<file path="src/rtl/instr_fetch_unit_pkg.sv">
// Shared types and constants for the instruction fetch stage.
package instr_fetch_unit_pkg;

    localparam int              XLEN             = 32;
    localparam int              INSTR_BYTES      = 4;
    localparam logic [XLEN-1:0] NOP_INSTR        = 32'h0000_0013;
    localparam logic [XLEN-1:0] RESET_PC_DEFAULT = 32'h0000_0000;

    // One fetched instruction together with the address it came from.
    typedef struct packed {
        logic [XLEN-1:0] pc;
        logic [XLEN-1:0] instr;
    } fetch_entry_t;

    // True when an address cannot be fetched: misaligned, or the word would
    // extend past the end of instruction memory.
    function automatic logic fetch_addr_bad(input logic [XLEN-1:0] addr,
                                            input logic [XLEN-1:0] mem_bytes);
        return (addr > (mem_bytes - XLEN'(INSTR_BYTES))) || (addr[1:0] != 2'b00);
    endfunction

endpackage

</file>
<file path="src/rtl/instr_fetch_unit_if.sv">
// Memory, redirect and decoder-side signals of the fetch stage.
// master = fetch unit, slave = memory/decoder/branch side.
interface instr_fetch_unit_if;
    import instr_fetch_unit_pkg::*;

    logic [XLEN-1:0] imem_addr;
    logic [XLEN-1:0] imem_rdata;
    logic            redirect_valid;
    logic [XLEN-1:0] redirect_target;
    logic            out_valid;
    logic            out_ready;
    logic [XLEN-1:0] out_instr;
    logic [XLEN-1:0] out_pc;
    logic [XLEN-1:0] out_pc_plus4;
    logic            fetch_fault;
    logic [XLEN-1:0] fault_pc;

    modport master (
        output imem_addr,
        input  imem_rdata,
        input  redirect_valid,
        input  redirect_target,
        output out_valid,
        input  out_ready,
        output out_instr,
        output out_pc,
        output out_pc_plus4,
        output fetch_fault,
        output fault_pc
    );

    modport slave (
        input  imem_addr,
        output imem_rdata,
        output redirect_valid,
        output redirect_target,
        input  out_valid,
        output out_ready,
        input  out_instr,
        input  out_pc,
        input  out_pc_plus4,
        input  fetch_fault,
        input  fault_pc
    );

endinterface

</file>
<file path="src/rtl/instr_fetch_unit_fetch_queue.sv">
// Two-entry FIFO of {pc, instr} pairs. Entry 0 is always the head and is a
// register, so the decoder sees a clean flop output. Flush beats push/pop.
module instr_fetch_unit_fetch_queue
    import instr_fetch_unit_pkg::*;
(
    input  logic         clk,
    input  logic         reset,
    input  logic         i_flush,
    input  logic         i_push,
    input  logic         i_pop,
    input  fetch_entry_t i_data,
    output fetch_entry_t o_head,
    output logic         o_valid,
    output logic [1:0]   o_count
);

    fetch_entry_t r_entry [2];
    logic [1:0]   r_count;

    // Storage and occupancy update; the caller never pushes into a full
    // queue without popping in the same cycle.
    always_ff @(posedge clk) begin
        if (reset) begin
            r_count    <= 2'd0;
            r_entry[0] <= '0;
            r_entry[1] <= '0;
        end else if (i_flush) begin
            r_count <= 2'd0;
        end else begin
            case ({i_push, i_pop})
                2'b10: begin
                    if (r_count == 2'd0) begin
                        r_entry[0] <= i_data;
                        r_count    <= 2'd1;
                    end else if (r_count == 2'd1) begin
                        r_entry[1] <= i_data;
                        r_count    <= 2'd2;
                    end
                end
                2'b01: begin
                    if (r_count != 2'd0) begin
                        r_entry[0] <= r_entry[1];
                        r_count    <= r_count - 2'd1;
                    end
                end
                2'b11: begin
                    if (r_count == 2'd2) begin
                        r_entry[0] <= r_entry[1];
                        r_entry[1] <= i_data;
                    end else begin
                        r_entry[0] <= i_data;
                        r_count    <= 2'd1;
                    end
                end
                default: ;
            endcase
        end
    end

    assign o_head  = r_entry[0];
    assign o_valid = (r_count != 2'd0);
    assign o_count = r_count;

endmodule

</file>
<file path="src/rtl/instr_fetch_unit.sv">
// Fetch stage: owns the PC, drives the instruction memory address, queues
// fetched instructions for the decoder, handles redirects and address faults.
module instr_fetch_unit
    import instr_fetch_unit_pkg::*;
#(
    parameter logic [XLEN-1:0] RESET_PC   = RESET_PC_DEFAULT,
    parameter logic [XLEN-1:0] IMEM_BYTES = 32'd256
) (
    input  logic                clk,
    input  logic                reset,
    instr_fetch_unit_if.master  fetch_bus
);

    logic [XLEN-1:0] r_fetch_pc;
    logic            r_fetch_fault;
    logic [XLEN-1:0] r_fault_pc;

    logic            w_q_valid;
    logic [1:0]      w_q_count;
    fetch_entry_t    w_q_head;
    fetch_entry_t    w_entry;
    logic            w_pop;
    logic            w_slot;
    logic            w_addr_bad;
    logic            w_push;
    logic            w_fault_hit;

    assign fetch_bus.imem_addr = r_fetch_pc;

    // A fetch slot exists when not halted, not redirecting and the queue has
    // room (counting the entry leaving this cycle). A bad address turns the
    // slot into a fault instead of a push.
    assign w_pop       = w_q_valid & fetch_bus.out_ready;
    assign w_slot      = !r_fetch_fault && !fetch_bus.redirect_valid &&
                         ((w_q_count != 2'd2) || w_pop);
    assign w_addr_bad  = fetch_addr_bad(r_fetch_pc, IMEM_BYTES);
    assign w_push      = w_slot & !w_addr_bad;
    assign w_fault_hit = w_slot &  w_addr_bad;

    assign w_entry.pc    = r_fetch_pc;
    assign w_entry.instr = fetch_bus.imem_rdata;

    instr_fetch_unit_fetch_queue u_fetch_queue (
        .clk     (clk),
        .reset   (reset),
        .i_flush (fetch_bus.redirect_valid),
        .i_push  (w_push),
        .i_pop   (w_pop & !fetch_bus.redirect_valid),
        .i_data  (w_entry),
        .o_head  (w_q_head),
        .o_valid (w_q_valid),
        .o_count (w_q_count)
    );

    // PC and sticky fault state; a redirect wins over fetch and clears the
    // fault, and a bad target is only detected on the following fetch slot.
    always_ff @(posedge clk) begin
        if (reset) begin
            r_fetch_pc    <= RESET_PC;
            r_fetch_fault <= 1'b0;
            r_fault_pc    <= '0;
        end else if (fetch_bus.redirect_valid) begin
            r_fetch_pc    <= fetch_bus.redirect_target;
            r_fetch_fault <= 1'b0;
        end else if (w_push) begin
            r_fetch_pc    <= r_fetch_pc + XLEN'(INSTR_BYTES);
        end else if (w_fault_hit) begin
            r_fetch_fault <= 1'b1;
            r_fault_pc    <= r_fetch_pc;
        end
    end

    // Head outputs read as zero whenever the queue is empty.
    always_comb begin
        fetch_bus.out_valid    = w_q_valid;
        fetch_bus.out_instr    = '0;
        fetch_bus.out_pc       = '0;
        fetch_bus.out_pc_plus4 = '0;
        if (w_q_valid) begin
            fetch_bus.out_instr    = w_q_head.instr;
            fetch_bus.out_pc       = w_q_head.pc;
            fetch_bus.out_pc_plus4 = w_q_head.pc + XLEN'(INSTR_BYTES);
        end
    end

    assign fetch_bus.fetch_fault = r_fetch_fault;
    assign fetch_bus.fault_pc    = r_fault_pc;

endmodule
</file>
<file path="src/flat_wrapper.sv">
// flat-port wrapper written by rule: the top's interface ports become plain ports
module instr_fetch_unit_flat import instr_fetch_unit_pkg::*;
#(
    parameter logic [XLEN-1:0] RESET_PC   = RESET_PC_DEFAULT,
    parameter logic [XLEN-1:0] IMEM_BYTES = 32'd256
)
  (clk, reset, fetch_bus_imem_addr, fetch_bus_imem_rdata, fetch_bus_redirect_valid, fetch_bus_redirect_target, fetch_bus_out_valid, fetch_bus_out_ready, fetch_bus_out_instr, fetch_bus_out_pc, fetch_bus_out_pc_plus4, fetch_bus_fetch_fault, fetch_bus_fault_pc);
  instr_fetch_unit_if fetch_bus_i ();
  input  logic clk;
  input  logic reset;
  output wire logic [$bits(fetch_bus_i.imem_addr)-1:0] fetch_bus_imem_addr;
  input wire logic [$bits(fetch_bus_i.imem_rdata)-1:0] fetch_bus_imem_rdata;
  input wire logic [$bits(fetch_bus_i.redirect_valid)-1:0] fetch_bus_redirect_valid;
  input wire logic [$bits(fetch_bus_i.redirect_target)-1:0] fetch_bus_redirect_target;
  output wire logic [$bits(fetch_bus_i.out_valid)-1:0] fetch_bus_out_valid;
  input wire logic [$bits(fetch_bus_i.out_ready)-1:0] fetch_bus_out_ready;
  output wire logic [$bits(fetch_bus_i.out_instr)-1:0] fetch_bus_out_instr;
  output wire logic [$bits(fetch_bus_i.out_pc)-1:0] fetch_bus_out_pc;
  output wire logic [$bits(fetch_bus_i.out_pc_plus4)-1:0] fetch_bus_out_pc_plus4;
  output wire logic [$bits(fetch_bus_i.fetch_fault)-1:0] fetch_bus_fetch_fault;
  output wire logic [$bits(fetch_bus_i.fault_pc)-1:0] fetch_bus_fault_pc;
  assign fetch_bus_imem_addr = fetch_bus_i.imem_addr;
  assign fetch_bus_i.imem_rdata = fetch_bus_imem_rdata;
  assign fetch_bus_i.redirect_valid = fetch_bus_redirect_valid;
  assign fetch_bus_i.redirect_target = fetch_bus_redirect_target;
  assign fetch_bus_out_valid = fetch_bus_i.out_valid;
  assign fetch_bus_i.out_ready = fetch_bus_out_ready;
  assign fetch_bus_out_instr = fetch_bus_i.out_instr;
  assign fetch_bus_out_pc = fetch_bus_i.out_pc;
  assign fetch_bus_out_pc_plus4 = fetch_bus_i.out_pc_plus4;
  assign fetch_bus_fetch_fault = fetch_bus_i.fetch_fault;
  assign fetch_bus_fault_pc = fetch_bus_i.fault_pc;
  instr_fetch_unit #(.RESET_PC(RESET_PC), .IMEM_BYTES(IMEM_BYTES)) u_core (.clk(clk), .reset(reset), .fetch_bus(fetch_bus_i));
endmodule
</file>
<file path="config.mk">
export PLATFORM = sky130hd
export DESIGN_NAME = instr_fetch_unit_flat
export DESIGN_NICKNAME = d
export VERILOG_FILES = /design/src/rtl/instr_fetch_unit_pkg.sv /design/src/rtl/instr_fetch_unit_if.sv /design/src/rtl/instr_fetch_unit_fetch_queue.sv /design/src/rtl/instr_fetch_unit.sv /design/src/flat_wrapper.sv
export SDC_FILE = /design/constraint.sdc
export NUM_CORES = 1
export LEC_CHECK = 0
export CORE_MARGIN = 5
export CORE_UTILIZATION = 53
export CTS_CLUSTER_DIAMETER = 200
export DETAILED_ROUTE_END_ITERATION = 6
export GPL_TIMING_DRIVEN = 1
export PLACE_DENSITY = 0.86
export SETUP_SLACK_MARGIN = 0.4
export SLEW_MARGIN = 5
export SYNTH_ARGS = -nofsm -noshare
export SYNTH_HDL_FRONTEND = slang
export SYNTH_SLANG_ARGS = --single-unit
</file>
<file path="constraint.sdc">
create_clock -name clk -period 13.7 [get_ports clk]
set_input_delay 2.055 -clock clk [delete_from_list [all_inputs] [get_ports clk]]
set_output_delay 2.055 -clock clk [all_outputs]
set_load 0.02 [all_outputs]
</file>
==> results.ini <==
[critical_path]
worstRegToRegCells = 7
cpPeakStageDelay_ns = 0.54
crit_required_ns = 11.64
crit_type = register to output port
arrival_ns = 3.35
slowest_stage = clkdlybuf4s50_1
setup.worst_path.end_class = output port
rr_endpoint = u_core.u_fetch_queue.r_entry[1][62]
rrSetupSlack_ns = 10.31
crit_fanout = 16
cp-start-kind = register
rr_startpoint = u_core.u_fetch_queue.o_count[0]
crit_chain = and4_1, nand4_1, nor3_1, nor3b_1, mux2_2, clkdlybuf4s50_1

[timing]
final_hold_viol_count = 0
finClkSkew_ns = 0.01141
finalCritPeriodShare_pct = 39.45
worst_pin_slew_ns = 1.075
slew_headroom_pct = 28.32
finalMaxSlewViolations = 0
period_needed_ns = 5.405
clock.fmax_mhz = 185.0
finalSetupViolCount = 0
rsz0062_at_grt = false
finalSetupTns_ns = 0

[routing]
wl_per_cell_um = 17.83
via_count = 6568
ant_nets = 0
vias_per_cell = 5.340
drt_iter0_drc = 359
totalWireLength_mm = 21.93
drc = 0
firstDrtPassIters = 5

[logic_synthesis]
syn_inst = 793
yosysWarnings = 0
ys_seq_elements = 195
synth_enable_flop_cells = 128
synthArstFlopShare_pct = 0
netlist_area_mm2 = 0.008805
synth.net_count = 867
yosys_most_used_dff = edfxtp_1
syn_area_per_cell_um2 = 11.10
ys_types = 52
ys_seq_area_share_pct = 58.89

[global_routing]
grt_max_degree = 102
grt_pass1_vias = 6528
gr-total-overflow = 0
antenna_found_initial = 0
grt_pass1_wl_mm = 35.14
grt_usage_pct = 22.67

[run_status]
outcome = finished, final reports clean

[finish]
fin_area_mm2 = 0.01179
nNetsFinal = 1071
area.growth.synth_to_final_pct = 33.94
drive_gt1_share_pct = 5.446
antenna_cells = 0

[floorplan]
die_y_um = 138.9
pin_count = 230
dieArea_mm2 = 0.01929
start_util_pct = 53.47
core_region_area_mm2 = 0.01647
die_w_um = 138.9
placementRows = 47

[min_path]
holdCritStartpoint = u_core.fetch_bus.fault_pc[27]
min_path_type = register to register
hold_depth = 2
worstHoldEndpoint = u_core.fetch_bus.fault_pc[27]

[clock_tree]
htree_levels = 4
worstSkewPairLatency_ns = 0.43
cts_tree = done
cts_resized = 0
cts_buffers = 17
ctsHoldBuffers = 0
ctsLongestPathBuffers = 2
cts_sinks = 195
cts_root_buf = clkbuf_16
post_cts_buffers = 0
path_clk_slew_ns = 0.07

[placement]
portBuffers = 229
gp_congestion = 0.8410
post_dp_cell_area_mm2 = 0.01120
dpl.hpwl_mm = 15.05

[pwr]
p_per_area_mw_per_mm2 = 107.4
fin_total_pwr_uw = 1267
p_leak_uw = 0.004134
ir_drop_v = 0.00009426

[run]
maxCapViolCount = 0

[sequential cells by signal, indices dropped and copies added (netlist names)]
signal,cells
u_core.fetch_bus.imem_addr,32
u_core.fetch_bus.fault_pc,32
u_core.u_fetch_queue.o_count,2
u_core.fetch_bus.fetch_fault,1
u_core.u_fetch_queue.r_entry,128
[worst max-delay path by stage]
stage / to / start / cells past startpoint
3_5_place_dp: fetch_bus_out_pc_plus4[31] / u_core.u_fetch_queue.r_entry[0][41] / 6
5_1_grt: fetch_bus_out_pc_plus4[31] / u_core.u_fetch_queue.r_entry[0][43] / 6
6_report: fetch_bus_out_pc_plus4[31] / u_core.u_fetch_queue.r_entry[0][43] / 6
3_3_place_gp: fetch_bus_out_pc_plus4[30] / u_core.u_fetch_queue.r_entry[0][41] / 6
4_1_cts: fetch_bus_out_pc_plus4[31] / u_core.u_fetch_queue.r_entry[0][41] / 6
2_1_floorplan: u_core.u_fetch_queue.r_entry[1][0] / fetch_bus_out_ready / 4
[layout by cell type, fill, tap and decap left out, drive strengths merged, types with 2 or more instances in the layout]
master	count
dfxtp	67
a21oi	42
inv	24
clkbuf	19
and3	4
a31oi	6
and2	92
buf	10
nand2	80
nor3	8
a22o	38
a211oi	3
o21a	2
nand2b	2
nor4	18
xor2	8
nor3b	2
clkinv	2
clkdlybuf4s50	227
or3	7
nand3	15
nor2b	59
nor2	64
o21ai	7
and4	4
edfxtp	128
ha	6
nand4	7
xnor2	15
o21bai	2
mux2i	27
[critical path: cells and delay by family (launching register included)]
| family | cells | cell delay (ns) |
|---|---|---|
| AND/OR/NAND/NOR | 4 | 1.57 |
| buffers and inverters | 1 | 0.54 |
| flip-flops | 1 | 0.44 |
| multiplexers | 1 | 0.38 |
[power breakdown]
part           total, µW  leakage (µW)  switching, µW  internal (µW)
clock network        496      0.000296            226            269
registers            667       0.00187           19.5            648
logic                104       0.00197           54.8           48.8
[synth_stat cells, types with 4 or more instances]
cell,count,area share (%)
and4_1,4,0.40
nor2_1,64,2.7
a31oi_1,5,0.36
mux2i_1,27,3.1
buf_4,6,0.51
nand3_1,14,0.80
or3_1,7,0.50
xnor2_1,15,1.5
buf_6,6,0.77
nor3_1,7,0.40
nand2_1,80,3.4
o21ai_0,6,0.34
and2_1,92,6.5
clkbuf_1,22,0.94
a21oi_1,41,2.3
inv_1,14,0.60
nand4_1,7,0.50
a22o_1,38,3.8
dfxtp_1,67,15
xor2_1,8,0.80
nor2b_1,59,4.2
ha_1,6,0.85
edfxtp_1,128,44
and3_1,4,0.28
buf_2,12,0.68
nor4_1,18,1.3
buf_1,6,0.26
[metal layers]
metal	vias up	global-route usage, %	wire length [µm]
met1	3094	29.92	9460
li1	3197	-	-
met4	0	7.775	454
met2	245	36.51	10510
met3	32	6.034	1499
met5	-	0	0
[per-stage QoR]
step / utilization, % / setup WS (ns) / instances / hold WS, ns
after floorplan: - / 7.398 / 793 / 0.4838
after global placement: 68.03 / 8.832 / 1198 / 0.4409
after detailed placement: 68.03 / 8.806 / 1198 / 0.4462
after CTS: 71.62 / 8.331 / 1230 / 0.4550
after global routing: 71.62 / 8.037 / 1230 / 0.4735
final: 71.62 / 8.295 / 1230 / 0.4540
[cells by family after synthesis]
group | Yosys count | share of synthesized area, %
and+or+nand+nor | 364 | 21.78
adders and majority gates | 6 | 0.8526
DFF | 195 | 58.89
buffers and inverters | 66 | 3.752
AOI/OAI and AO/OA | 111 | 9.237
muxes | 28 | 3.197
xor gates and xnor gates | 23 | 2.288
[final cells by class]
cell class | count | area, µm²
well taps | 220 | 275.3
flip-flops and latches | 195 | 5185
clock inverters | 13 | 136.4
fillers | 1199 | 4673
inverters | 14 | 52.55
multi-input cells | 532 | 3347
clock buffers | 19 | 454.2
repair buffers | 237 | 2342
Power figures use the tool's default switching activity.
